### src/rtl/img_proc_pkg.sv
// Shared image-processing types: Bayer pattern and colour encodings plus the
// colour lookup used by every RAW-domain stage.
package img_proc_pkg;

    typedef enum logic [1:0] {
        BAYER_GBRG = 2'b00,
        BAYER_BGGR = 2'b01,
        BAYER_GRBG = 2'b10,
        BAYER_RGGB = 2'b11
    } bayer_pattern_t;

    typedef enum logic [1:0] {
        COLOR_R = 2'd0,
        COLOR_G = 2'd1,
        COLOR_B = 2'd2
    } bayer_color_t;

    // Greens sit where line and pixel parity agree (G-first patterns) or differ.
    function automatic bayer_color_t bayer_color(input bayer_pattern_t pattern,
                                                 input logic odd_line,
                                                 input logic odd_px);
        bayer_color_t color;
        case (pattern)
            BAYER_GBRG: color = (odd_line == odd_px) ? COLOR_G : (odd_line ? COLOR_R : COLOR_B);
            BAYER_BGGR: color = (odd_line != odd_px) ? COLOR_G : (odd_line ? COLOR_R : COLOR_B);
            BAYER_GRBG: color = (odd_line == odd_px) ? COLOR_G : (odd_line ? COLOR_B : COLOR_R);
            BAYER_RGGB: color = (odd_line != odd_px) ? COLOR_G : (odd_line ? COLOR_B : COLOR_R);
            default:    color = COLOR_G;
        endcase
        return color;
    endfunction

endpackage

### src/rtl/bayer_pos_tracker.sv
// Tracks line/pixel parity of accepted beats on a RAW stream; a frame-start
// beat is always (0,0) regardless of the history.
module bayer_pos_tracker (
    input  logic clk,
    input  logic rst_n,
    input  logic beat,
    input  logic sof,
    input  logic eol,
    output logic odd_line,
    output logic odd_px
);

    logic line_r;
    logic px_r;

    // Parity of the beat currently presented
    always_comb begin
        if (sof) begin
            odd_line = 1'b0;
            odd_px   = 1'b0;
        end else begin
            odd_line = line_r;
            odd_px   = px_r;
        end
    end

    // Parity the following beat will carry
    always_ff @(posedge clk or negedge rst_n) begin
        if (!rst_n) begin
            line_r <= 1'b0;
            px_r   <= 1'b0;
        end else if (beat) begin
            if (eol) begin
                line_r <= ~odd_line;
                px_r   <= 1'b0;
            end else begin
                line_r <= odd_line;
                px_r   <= ~odd_px;
            end
        end
    end

endmodule

### src/rtl/raw_white_balance.sv
// RAW Bayer white balance: black-level subtraction and per-colour gain in a
// three-stage pipeline that stalls as a whole; settings latch at frame start.
module raw_white_balance
    import img_proc_pkg::*;
#(
    parameter int  RAW_PX_WIDTH = 10,
    parameter int  GAIN_WIDTH   = 12,
    parameter int  GAIN_FRAC    = 8,
    localparam int TDATA_WIDTH  = ((RAW_PX_WIDTH + 7) / 8) * 8
) (
    input  logic                    clk_i,
    input  logic                    rst_n_i,
    input  logic                    en_i,
    input  logic [1:0]              pattern_i,
    input  logic [RAW_PX_WIDTH-1:0] black_level_i,
    input  logic [GAIN_WIDTH-1:0]   gain_r_i,
    input  logic [GAIN_WIDTH-1:0]   gain_g_i,
    input  logic [GAIN_WIDTH-1:0]   gain_b_i,
    input  logic [TDATA_WIDTH-1:0]  video_i_tdata,
    input  logic                    video_i_tvalid,
    output logic                    video_i_tready,
    input  logic                    video_i_tuser,
    input  logic                    video_i_tlast,
    output logic [TDATA_WIDTH-1:0]  video_o_tdata,
    output logic                    video_o_tvalid,
    input  logic                    video_o_tready,
    output logic                    video_o_tuser,
    output logic                    video_o_tlast,
    output logic [TDATA_WIDTH/8-1:0] video_o_tkeep,
    output logic [TDATA_WIDTH/8-1:0] video_o_tstrb,
    output logic                    video_o_tid,
    output logic                    video_o_tdest
);

    localparam int PROD_WIDTH = RAW_PX_WIDTH + GAIN_WIDTH;
    localparam logic [GAIN_WIDTH-1:0] UNITY_GAIN = GAIN_WIDTH'(1'b1) << GAIN_FRAC;
    localparam logic [PROD_WIDTH:0]   ROUND_BIAS = (PROD_WIDTH + 1)'(1'b1) << (GAIN_FRAC - 1);
    localparam logic [PROD_WIDTH:0]   PX_MAX     = (PROD_WIDTH + 1)'({RAW_PX_WIDTH{1'b1}});

    logic                    adv_s;
    logic                    beat_s;
    logic                    odd_line_s;
    logic                    odd_px_s;
    logic [RAW_PX_WIDTH-1:0] px_in_s;

    logic                    act_en_r;
    bayer_pattern_t          act_pattern_r;
    logic [RAW_PX_WIDTH-1:0] act_black_r;
    logic [GAIN_WIDTH-1:0]   act_gain_r_r;
    logic [GAIN_WIDTH-1:0]   act_gain_g_r;
    logic [GAIN_WIDTH-1:0]   act_gain_b_r;

    logic                    cur_en_s;
    bayer_pattern_t          cur_pattern_s;
    logic [RAW_PX_WIDTH-1:0] cur_black_s;
    logic [GAIN_WIDTH-1:0]   cur_gain_r_s;
    logic [GAIN_WIDTH-1:0]   cur_gain_g_s;
    logic [GAIN_WIDTH-1:0]   cur_gain_b_s;
    bayer_color_t            color_s;
    logic [GAIN_WIDTH-1:0]   gain_sel_s;
    logic [RAW_PX_WIDTH-1:0] diff_s;

    logic                    s1_valid_r, s1_user_r, s1_last_r, s1_en_r;
    logic [RAW_PX_WIDTH-1:0] s1_px_r;
    logic [RAW_PX_WIDTH-1:0] s1_diff_r;
    logic [GAIN_WIDTH-1:0]   s1_gain_r;

    logic                    s2_valid_r, s2_user_r, s2_last_r, s2_en_r;
    logic [RAW_PX_WIDTH-1:0] s2_px_r;
    logic [PROD_WIDTH-1:0]   s2_prod_r;

    logic [PROD_WIDTH:0]     round_sum_s;
    logic [PROD_WIDTH:0]     quot_s;
    logic [RAW_PX_WIDTH-1:0] result_s;

    // A stalled output holds every stage; otherwise the whole pipe moves
    assign adv_s          = !video_o_tvalid || video_o_tready;
    assign video_i_tready = adv_s;
    assign beat_s         = video_i_tvalid && adv_s;
    assign px_in_s        = video_i_tdata[RAW_PX_WIDTH-1:0];

    generate
        if (TDATA_WIDTH > RAW_PX_WIDTH) begin : g_pad
            logic unused_pad_s;
            assign unused_pad_s = ^video_i_tdata[TDATA_WIDTH-1:RAW_PX_WIDTH];
        end
    endgenerate

    assign video_o_tkeep = {(TDATA_WIDTH/8){1'b1}};
    assign video_o_tstrb = {(TDATA_WIDTH/8){1'b1}};
    assign video_o_tid   = 1'b0;
    assign video_o_tdest = 1'b0;

    bayer_pos_tracker u_pos (
        .clk      (clk_i),
        .rst_n    (rst_n_i),
        .beat     (beat_s),
        .sof      (video_i_tuser),
        .eol      (video_i_tlast),
        .odd_line (odd_line_s),
        .odd_px   (odd_px_s)
    );

    // Settings shadow: captured on each accepted frame-start beat
    always_ff @(posedge clk_i or negedge rst_n_i) begin
        if (!rst_n_i) begin
            act_en_r      <= 1'b0;
            act_pattern_r <= BAYER_GBRG;
            act_black_r   <= {RAW_PX_WIDTH{1'b0}};
            act_gain_r_r  <= UNITY_GAIN;
            act_gain_g_r  <= UNITY_GAIN;
            act_gain_b_r  <= UNITY_GAIN;
        end else if (beat_s && video_i_tuser) begin
            act_en_r      <= en_i;
            act_pattern_r <= bayer_pattern_t'(pattern_i);
            act_black_r   <= black_level_i;
            act_gain_r_r  <= gain_r_i;
            act_gain_g_r  <= gain_g_i;
            act_gain_b_r  <= gain_b_i;
        end
    end

    // Stage-1 operands: the frame-start beat already uses the live settings
    always_comb begin
        if (video_i_tuser) begin
            cur_en_s      = en_i;
            cur_pattern_s = bayer_pattern_t'(pattern_i);
            cur_black_s   = black_level_i;
            cur_gain_r_s  = gain_r_i;
            cur_gain_g_s  = gain_g_i;
            cur_gain_b_s  = gain_b_i;
        end else begin
            cur_en_s      = act_en_r;
            cur_pattern_s = act_pattern_r;
            cur_black_s   = act_black_r;
            cur_gain_r_s  = act_gain_r_r;
            cur_gain_g_s  = act_gain_g_r;
            cur_gain_b_s  = act_gain_b_r;
        end
        color_s = bayer_color(cur_pattern_s, odd_line_s, odd_px_s);
        case (color_s)
            COLOR_R: gain_sel_s = cur_gain_r_s;
            COLOR_G: gain_sel_s = cur_gain_g_s;
            COLOR_B: gain_sel_s = cur_gain_b_s;
            default: gain_sel_s = cur_gain_g_s;
        endcase
        if (px_in_s > cur_black_s) begin
            diff_s = px_in_s - cur_black_s;
        end else begin
            diff_s = {RAW_PX_WIDTH{1'b0}};
        end
    end

    // Stages 1 and 2: subtract/select, then multiply
    always_ff @(posedge clk_i or negedge rst_n_i) begin
        if (!rst_n_i) begin
            s1_valid_r <= 1'b0;
            s1_user_r  <= 1'b0;
            s1_last_r  <= 1'b0;
            s1_en_r    <= 1'b0;
            s1_px_r    <= {RAW_PX_WIDTH{1'b0}};
            s1_diff_r  <= {RAW_PX_WIDTH{1'b0}};
            s1_gain_r  <= {GAIN_WIDTH{1'b0}};
            s2_valid_r <= 1'b0;
            s2_user_r  <= 1'b0;
            s2_last_r  <= 1'b0;
            s2_en_r    <= 1'b0;
            s2_px_r    <= {RAW_PX_WIDTH{1'b0}};
            s2_prod_r  <= {PROD_WIDTH{1'b0}};
        end else if (adv_s) begin
            s1_valid_r <= video_i_tvalid;
            s1_user_r  <= video_i_tuser;
            s1_last_r  <= video_i_tlast;
            s1_en_r    <= cur_en_s;
            s1_px_r    <= px_in_s;
            s1_diff_r  <= diff_s;
            s1_gain_r  <= gain_sel_s;
            s2_valid_r <= s1_valid_r;
            s2_user_r  <= s1_user_r;
            s2_last_r  <= s1_last_r;
            s2_en_r    <= s1_en_r;
            s2_px_r    <= s1_px_r;
            s2_prod_r  <= PROD_WIDTH'(s1_diff_r) * PROD_WIDTH'(s1_gain_r);
        end
    end

    // Stage 3: round to nearest, saturate, or pass the raw pixel in bypass
    always_comb begin
        round_sum_s = {1'b0, s2_prod_r} + ROUND_BIAS;
        quot_s      = round_sum_s >> GAIN_FRAC;
        if (!s2_en_r) begin
            result_s = s2_px_r;
        end else if (quot_s > PX_MAX) begin
            result_s = {RAW_PX_WIDTH{1'b1}};
        end else begin
            result_s = quot_s[RAW_PX_WIDTH-1:0];
        end
    end

    // Output register
    always_ff @(posedge clk_i or negedge rst_n_i) begin
        if (!rst_n_i) begin
            video_o_tvalid <= 1'b0;
            video_o_tuser  <= 1'b0;
            video_o_tlast  <= 1'b0;
            video_o_tdata  <= {TDATA_WIDTH{1'b0}};
        end else if (adv_s) begin
            video_o_tvalid <= s2_valid_r;
            video_o_tuser  <= s2_user_r;
            video_o_tlast  <= s2_last_r;
            video_o_tdata  <= TDATA_WIDTH'(result_s);
        end
    end

endmodule

### config.mk
export PLATFORM = sky130hd
export DESIGN_NAME = raw_white_balance
export DESIGN_NICKNAME = d
export VERILOG_FILES = /design/src/rtl/img_proc_pkg.sv /design/src/rtl/bayer_pos_tracker.sv /design/src/rtl/raw_white_balance.sv
export SDC_FILE = /design/constraint.sdc
export NUM_CORES = 1
export LEC_CHECK = 0
export ABC_CLOCK_PERIOD_IN_PS = 5100
export CAP_MARGIN = 20
export CELL_PAD_IN_SITES_DETAIL_PLACEMENT = 0
export CELL_PAD_IN_SITES_GLOBAL_PLACEMENT = 1
export CORE_UTILIZATION = 42
export CTS_CLUSTER_SIZE = 28
export DETAILED_ROUTE_END_ITERATION = 8
export GPL_TIMING_DRIVEN = 1
export PLACE_DENSITY = 0.87
export SYNTH_ARGS = -nofsm -noshare
export SYNTH_HDL_FRONTEND = slang
export SYNTH_SLANG_ARGS = --single-unit
### constraint.sdc
create_clock -name clk_i -period 5.1 [get_ports clk_i]
set_clock_uncertainty 0.05 [all_clocks]
set_input_delay 1.53 -clock clk_i [delete_from_list [all_inputs] [get_ports clk_i]]
set_output_delay 1.53 -clock clk_i [all_outputs]
set_load 0.05 [all_outputs]
# Yosys cells after proc, flatten, opt, wreduce, memory -nomap -nowiden
# Index checks and enable logic that the tools add are counted.
[word_totals] regBits=136 input_bits=71 elab_cells=65
[op_classes] addsub=2 n_mul=1 order_cmp=2 eq_ne=6 n_mux=21 bitwise=2 n_reduce_logical=6
[ops] cell="$mux W10" n=4
[ops] cell="$mux W12" n=3
[ops] cell="$pmux W12 S2" n=1
[ops] cell="$add A22 B8 Y23 const B" n=1
[ops] cell="$mul A10 B12 Y22" n=1
[ops] cell="$gt A15 B10 Y1 const B" n=1
[ops] cell="$mux W2" n=7
[ops] cell="$gt A10 B10 Y1" n=1
[ops] cell="$sub A10 B10 Y10" n=1
[ops] cell="$pmux W2 S4" n=1
[ops] cell="$eq A2 B2 Y1 const B" n=3
[ops] cell="$mux W1" n=5
[ops] cell="$logic_not A2 Y1" n=2
[ops] cell="$eq A2 B1 Y1 const B" n=1
[ops] cell="$logic_and A1 B1 Y1" n=2
[ops] cell="$not A1 Y1" n=2
[ops] cell="$eq A1 B1 Y1" n=1
[ops] cell="$logic_not A1 Y1" n=1
[ops] cell="$logic_or A1 B1 Y1" n=1
[ops] cell="$ne A1 B1 Y1" n=1

# Depth between registers and ports, before layout
# Gate-level depths: netlist (run 1).
[depth] ltp_word=6 mapped_depth=20 depth_no_buf=18

# Cells and area by module
# A second synthesis (run 1) with hierarchy kept.
[unflattened] hier_cells=1069 hier_area_um2=10391.2
[by_module_without_submodules] module="raw_white_balance" instances=1 cells_each=1058 area_each_um2=10277.4 seq_area_each_um2=3181.8
[by_module_without_submodules] module="bayer_pos_tracker" instances=1 cells_each=11 area_each_um2=113.9 seq_area_each_um2=50.0

# Worst setup path before layout (run 1)
# No wires, ideal clock.
[synth_path] kind="reg2reg" from="reg s1_diff_r[3]" to="reg s2_prod_r[20]" setup_time_ps=122 arrival_ps=4892 setup_slack_ps=36 path_stages_with_launch=20 n_path_buf=1 cell_sequence="dfrtp_1 clkbuf_1 nand2_1 fa_1 inv_1 fa_1 inv_1 fa_1 inv_1 fa_1 inv_1 fa_1 inv_1 ha_1 and4_1 nand3_2 or3b_4 a21oi_2 mux2i_1 nor3_2"
[synth_between] elab_chain_cells=1
[synth_rtl] item="start: declaration" line_no="raw_white_balance.sv:65" rtl="logic [RAW_PX_WIDTH-1:0] s1_diff_r;"
[synth_rtl] item="start signal: assignment" line_no="raw_white_balance.sv:162" rtl="s1_diff_r <= {RAW_PX_WIDTH{1'b0}};"
[synth_rtl] item="start signal: assignment" line_no="raw_white_balance.sv:176" rtl="s1_diff_r <= diff_s;"
[synth_rtl] item="$mul A10 B12 Y22" line_no="raw_white_balance.sv:183" rtl="s2_prod_r <= PROD_WIDTH'(s1_diff_r) * PROD_WIDTH'(s1_gain_r);"
[synth_rtl] item="end signal: assignment" line_no="raw_white_balance.sv:169" rtl="s2_prod_r <= {PROD_WIDTH{1'b0}};"
[synth_rtl] item="end signal: assignment" line_no="raw_white_balance.sv:183"
[synth_rtl] item="end: declaration" line_no="raw_white_balance.sv:70" rtl="logic [PROD_WIDTH-1:0] s2_prod_r;"
# Every way passes these cells.
# A chain may end at the register's enable or synchronous reset.

# Worst setup path after layout (run 1)
[layout_path] from="reg s1_diff_r[4]" to="reg s2_prod_r[20]"
# Same word-level chain as after synthesis.

==> impl_metrics.json, run 1 <==
{
  "outcome": "finished, final reports clean",
  "yosysSeqAreaShare_pct": 31.0,
  "period_share_pct": 98.2,
  "antenna_found_initial": 0,
  "die_x_microns": 159,
  "fp.dieArea_sq_um": 25400,
  "grt_max_degree": 70,
  "yosysWarnings": 0,
  "async_reset_ff_share_pct": 100,
  "antenna_cells": 0,
  "clk_pin_slew_ns": 0.06,
  "cts_tree": "built",
  "r2r_slack_ns": 0.09,
  "grt-ovfl-total": 0,
  "cts_sinks": 129,
  "min_path_type": "reg -> reg",
  "postRouteAntennaNets": 0,
  "worstSetupEndpointType": "flop",
  "grt.busiest_layer": "met2",
  "dr.first_iter.drc_count": 481,
  "relSlewSlack_pct": 41.7,
  "syn_inst": 1058,
  "drv_cap": 0,
  "numCtsBuffers": 17,
  "synth.avg_cell_area_sq_um": 9.85,
  "drcViolationCount": 0,
  "num_rows": 57,
  "grt_pass1_vias": 8118,
  "holdPathStages": 2,
  "period_needed_ns": 5.01,
  "grt_use_met2_pct": 31.8,
  "final_cell_mix": "nand2_1, dfrtp_1, inv_1",
  "gp_congestion": 0.858,
  "cts_max_level": 4,
  "grt_pass1_wl_microns": 39500,
  "rsz0062_at_grt": "yes",
  "hpwl_microns": 17700,
  "worst_skew_pair.late_latency_ns": 0.43,
  "reg2reg_depth": 15,
  "io_pins": 97,
  "cts_buffer_depth": 2,
  "layout_commonest_cell": "nand2_1",
  "synthDistinctLibCells": 68,
  "start_util_pct": 42.8,
  "fin_nets": 1382,
  "arrival_ns": 5.27,
  "dr_total_vias": 7891,
  "ys_seq_elements": 129,
  "ys.flop_type": "dfrtp_1",
  "viasPerCell": 5.26,
  "io_buffers": 78,
  "worst_slew_pin_slew_ns": 0.874,
  "path_max_fanout": 7,
  "core_sq_um": 24300,
  "layout-drive-gt1-share_pct": 19.6,
  "root_buffer": "clkbuf_16",
  "placed_cells": 1454,
  "r2r-end": "s2_prod_r[20]$_DFFE_PN0N_",
  "grt_util_met1_pct": 25.1,
  "syn_to_final_growth_pct": 21.3,
  "synth_edf_count": 0,
  "fmax_mhz": 200,
  "regToRegStartpoint": "s1_diff_r[4]$_DFFE_PN0N_",
  "use_met3_pct": 2.81,
  "die_y_microns": 159,
  "hold_buffers": 0,
  "fin_cells": 1500,
  "min_to": "s1_px_r[9]$_DFFE_PN0N_",
  "hold_start": "s1_px_r[9]$_DFFE_PN0N_",
  "wire_per_inst_microns": 15.9,
  "wirelength_microns": 23800,
  "critical_path_class": "reg -> reg",
  "grt_usage_pct": 19.2,
  "cp.required_ns": 5.36,
  "setup_viol": 0,
  "hold_violations": 0,
  "synth_area_sq_um": 10400,
  "final_max_slew_viol_count": 0,
  "first_pass_iters": 4,
  "crit_path_start_kind": "flop"
}
state kept, by name (all words and copies together) (netlist names), 2 cells and up:
name / count
s1_gain_r: 12
s1_px_r: 10
video_o_tdata: 10
act_gain_r_r: 12
s1_diff_r: 10
s2_px_r: 10
act_pattern_r: 2
act_gain_g_r: 12
act_gain_b_r: 12
s2_prod_r: 15
act_black_r: 10
how the worst max path moves through the flow:
| stage | slack [ns] | cells after the start | from | end |
|---|---|---|---|---|
| after floorplan | 0.04 | 19 | s1_diff_r[3]$_DFFE_PN0N_ | s2_prod_r[20]$_DFFE_PN0N_ |
| after global placement | -0.007 | 18 | s1_gain_r[5]$_DFFE_PN0N_ | s2_prod_r[20]$_DFFE_PN0N_ |
| after detailed placement | -0.07 | 16 | s1_gain_r[7]$_DFFE_PN0N_ | s2_prod_r[20]$_DFFE_PN0N_ |
| after CTS | 0.0002 | 15 | s1_gain_r[2]$_DFFE_PN0N_ | s2_prod_r[20]$_DFFE_PN0N_ |
| after global routing | -0.04 | 18 | s1_diff_r[1]$_DFFE_PN0N_ | s2_prod_r[20]$_DFFE_PN0N_ |
| final | 0.09 | 15 | s1_diff_r[4]$_DFFE_PN0N_ | s2_prod_r[20]$_DFFE_PN0N_ |
stage by stage:
step	setup slack, ns	TNS [ns]	utilization (%)	hold slack [ns]	instance area [sq um]
6_report	0.0936	0	51.9	0.416	12600
5_1_grt	-0.0401	-0.0409	51.9	0.439	12600
4_1_cts	0.000182	0	50.9	0.419	12400
3_5_place_dp	-0.0687	-0.0848	48.3	0.406	11700
3_3_place_gp	-0.00653	-0.00653	48.3	0.395	11700
2_1_floorplan	0.0355	0	-	0.380	10500
layer usage:
| metal | vias up | part of all wire, % |
|---|---|---|
| met4 | 0 | 2.5 |
| met2 | 178 | 50 |
| met5 | - | 0 |
| li1 | 3741 | - |
| met1 | 3930 | 45 |
| met3 | 42 | 3.2 |
cell type report:
type	instances	area, sq um
clock buffers	20	457
clock inverters	12	133
fillers	2189	11700
inverters	85	319
multi-input cells	779	6700
flip-flops and latches	129	3250
well taps	324	405
repair buffers	151	1360
critical path, stage by stage, from the launching register on:
cell,delay [ns]
dfrtp_2,0.47
and2_4,0.19
fa_1,0.52
fa_1,0.59
fa_1,0.45
fa_1,0.52
inv_1,0.05
fa_1,0.51
inv_2,0.05
ha_4,0.26
and4_4,0.22
nand3_2,0.08
or3b_4,0.44
a21oi_4,0.18
mux2i_1,0.24
nor3_2,0.06
logic make-up after synthesis:
logic type | after synthesis | synth area share, %
AOI/OAI and AO/OA | 148 | 10.2
other | 2 | 0.0721
adders and majority gates | 148 | 23.4
muxes | 103 | 10.6
DFF | 129 | 31.0
and+or+nand+nor | 341 | 15.7
xor gates and xnor gates | 27 | 2.27
buffers and inverters | 160 | 6.74
cells in the mapped netlist (all sizes together), types with 4 or more instances:
cell type	n	area, sq um
clkbuf	34	129
a21oi	37	196
nor3	9	55.1
o21a	5	38.8
o221ai	14	123
inv	85	319
a22o	11	96.3
nand2	167	627
or3	10	62.6
nand4	5	37.5
a21o	6	45.0
nor2	37	139
mux2	48	541
and2	76	475
ha	70	876
nor4	4	25.0
nand3	14	75.1
fa	78	1560
dfrtp	126	3150
buf	41	254
and3	7	43.8
nand2b	4	25.0
a31oi	6	43.8
mux2i	55	563
xor2	8	70.1
o21ai	30	161
o22a	13	114
xnor2	19	166
what timing repair did:
| action | CTS | global route |
|---|---|---|
| pin swaps | 0 | 30 |
| gates resized for setup | 11 | 47 |
| endpoints found under the setup margin | 4 | 9 |
| buffers inserted | 2 | 12 |
Power of run 1 is not shown: default switching activity piles up to over one toggle a cycle in this logic, so the estimate is an artifact.
==> run 2, diff against run 1 <==
--- a/config.mk
+++ b/config.mk
@@ -9,6 +9,7 @@
 export CAP_MARGIN = 20
 export CELL_PAD_IN_SITES_DETAIL_PLACEMENT = 0
 export CELL_PAD_IN_SITES_GLOBAL_PLACEMENT = 1
+export CORE_ASPECT_RATIO = 1.5
 export CORE_UTILIZATION = 42
 export CTS_CLUSTER_SIZE = 28
 export DETAILED_ROUTE_END_ITERATION = 8
==> constraint.sdc (replaced) <==
create_clock -name clk_i -period 5.1 [get_ports clk_i]
set_clock_uncertainty 0.05 [all_clocks]
set_input_delay 1.53 -clock clk_i [delete_from_list [all_inputs] [get_ports clk_i]]
set_output_delay 1.53 -clock clk_i [all_outputs]
set_load 0.1 [all_outputs]
==> run 2 against run 1 <==
Net effect: routed wire length shrank 0.45%; via count down 0.85%; fmax shrank 0.80%; critical path type unchanged; first-iteration DRC count fell by 21%; cell count is 0.27% higher.
==> impl_metrics.json, run 2 (synthesized netlist as in run 1, its figures left out) <==
{
  "root_buffer": "clkbuf_16",
  "worstSetupEndpointType": "flop",
  "cts_sinks": 129,
  "path_max_fanout": 7,
  "core_sq_um": 24300,
  "clk_pin_slew_ns": 0.06,
  "crit_path_start_kind": "flop",
  "grt_pass1_wl_microns": 39300,
  "final_cell_mix": "nand2_1, dfrtp_1, inv_1",
  "hold_buffers": 0,
  "outcome": "finished, final reports clean",
  "antenna_cells": 0,
  "placed_cells": 1456,
  "wirelength_microns": 23700,
  "setup_tns_ns": 0,
  "io_buffers": 78,
  "grt_usage_pct": 19.9,
  "layout_commonest_cell": "nand2_1",
  "layout-drive-gt1-share_pct": 19.6,
  "reg2reg_depth": 18,
  "final_core_util_pct": 52.0,
  "drcViolationCount": 0,
  "final_max_slew_viol_count": 0,
  "rsz0062_at_grt": "yes",
  "numCtsBuffers": 17,
  "setup_viol": 0,
  "cp.required_ns": 5.35,
  "period_needed_ns": 5.05,
  "largest_reg_flops": 15,
  "hold_violations": 0,
  "fp.dieArea_sq_um": 25500,
  "dr_total_vias": 7824,
  "fin_nets": 1386,
  "num-fill-cells": 2215,
  "grt_max_degree": 70,
  "hpwl_microns": 18400,
  "critical_path_class": "reg -> reg",
  "min_path_type": "reg -> reg",
  "viasPerCell": 5.20,
  "fin_cells": 1504,
  "gp_congestion": 0.866,
  "relSlewSlack_pct": 35.0,
  "antenna_found_initial": 0,
  "first_pass_iters": 5,
  "cts_tree": "built",
  "cts_buffer_depth": 2,
  "num_rows": 70,
  "grt-ovfl-total": 0,
  "start_util_pct": 42.8,
  "dr.first_iter.drc_count": 381,
  "die_x_microns": 131,
  "syn_to_final_growth_pct": 21.4,
  "worst_skew_pair.late_latency_ns": 0.42,
  "worst_slew_pin_slew_ns": 0.973,
  "grt_pass1_vias": 8023,
  "arrival_ns": 5.29,
  "postRouteAntennaNets": 0,
  "io_pins": 97,
  "largest-register": "s2_prod_r",
  "cts_max_level": 4,
  "fmax_mhz": 198,
  "die_y_microns": 195,
  "holdPathStages": 2,
  "wire_per_inst_microns": 15.8,
  "period_share_pct": 99.0,
  "drv_cap": 0
}
run 2: cell types whose count changed in the layout (fill, tap and decap cells not counted), moves of 2 or more:
cell / delta
buf_4: +4
clkbuf_1: +2
and2_4: -3
and2_1: +3
clkinv_4: -2
run 2: critical path, stage by stage, from the launching register on:
cell     delay, ns
dfrtp_2       0.46
nand2_2       0.08
fa_1          0.53
inv_1         0.05
fa_1          0.50
inv_1         0.05
fa_1          0.47
inv_1         0.06
fa_1          0.53
inv_2         0.05
fa_1          0.53
inv_1         0.06
ha_4          0.27
and4_4        0.23
nand3_2       0.07
or3b_4        0.44
a21oi_4       0.19
mux2i_2       0.24
nor3_2        0.05
run 2: layout make-up:
cell class              count  area (sq um)  area share [%]
clock buffers              22           464            3.67
clock inverters            10           136            1.08
inverters                  85           319            2.52
multi-input cells         779          6690            52.9
flip-flops and latches    129          3250            25.7
well taps                 324           405            3.20
repair buffers            155          1390            10.9
run 2: worst paths after layout:
check,startpoint,end,slack (ns)
worst max register to register,s1_diff_r[1]$_DFFE_PN0N_,s2_prod_r[20]$_DFFE_PN0N_,0.05
worst max-delay path,s1_diff_r[1]$_DFFE_PN0N_,s2_prod_r[20]$_DFFE_PN0N_,0.05
min in group asynchronous,rst_n_i,act_gain_b_r[1]$_DFFE_PN0P_,1.15
max in group asynchronous,rst_n_i,act_gain_r_r[8]$_DFFE_PN1P_,2.92
worst min-delay path,s2_user_r$_DFFE_PN0N_,s2_user_r$_DFFE_PN0N_,0.41
worst min register to register,s2_user_r$_DFFE_PN0N_,s2_user_r$_DFFE_PN0N_,0.41
run 2: metrics by stage:
| stage | hold WS [ns] | setup WS, ns | area, sq um |
|---|---|---|---|
| final | 0.412 | 0.0532 | 12600 |
| after global routing | 0.432 | -0.0887 | 12600 |
| after CTS | 0.417 | 0.0132 | 12400 |
| after detailed placement | 0.403 | -0.0644 | 11700 |
| after global placement | 0.395 | -0.0356 | 11700 |
| after floorplan | 0.380 | 0.0355 | 10500 |
run 2: what timing repair did:
action                     CTS  global route
pin swaps                    1            31
resized for setup           15            40
hold endpoints to repair     0             0
setup endpoints to repair    5            10
setup buffers                0            16
run 2: per-layer routing:
metal  vias up  share of wire (%)  track usage (%)
met5         -                  0                0
met4         0                3.7             9.37
met3        43                2.8             2.34
met2       160                 54             34.5
met1      3885                 40             24.1
li1       3736                  -                -
Power of run 2 is left out for the same reason.
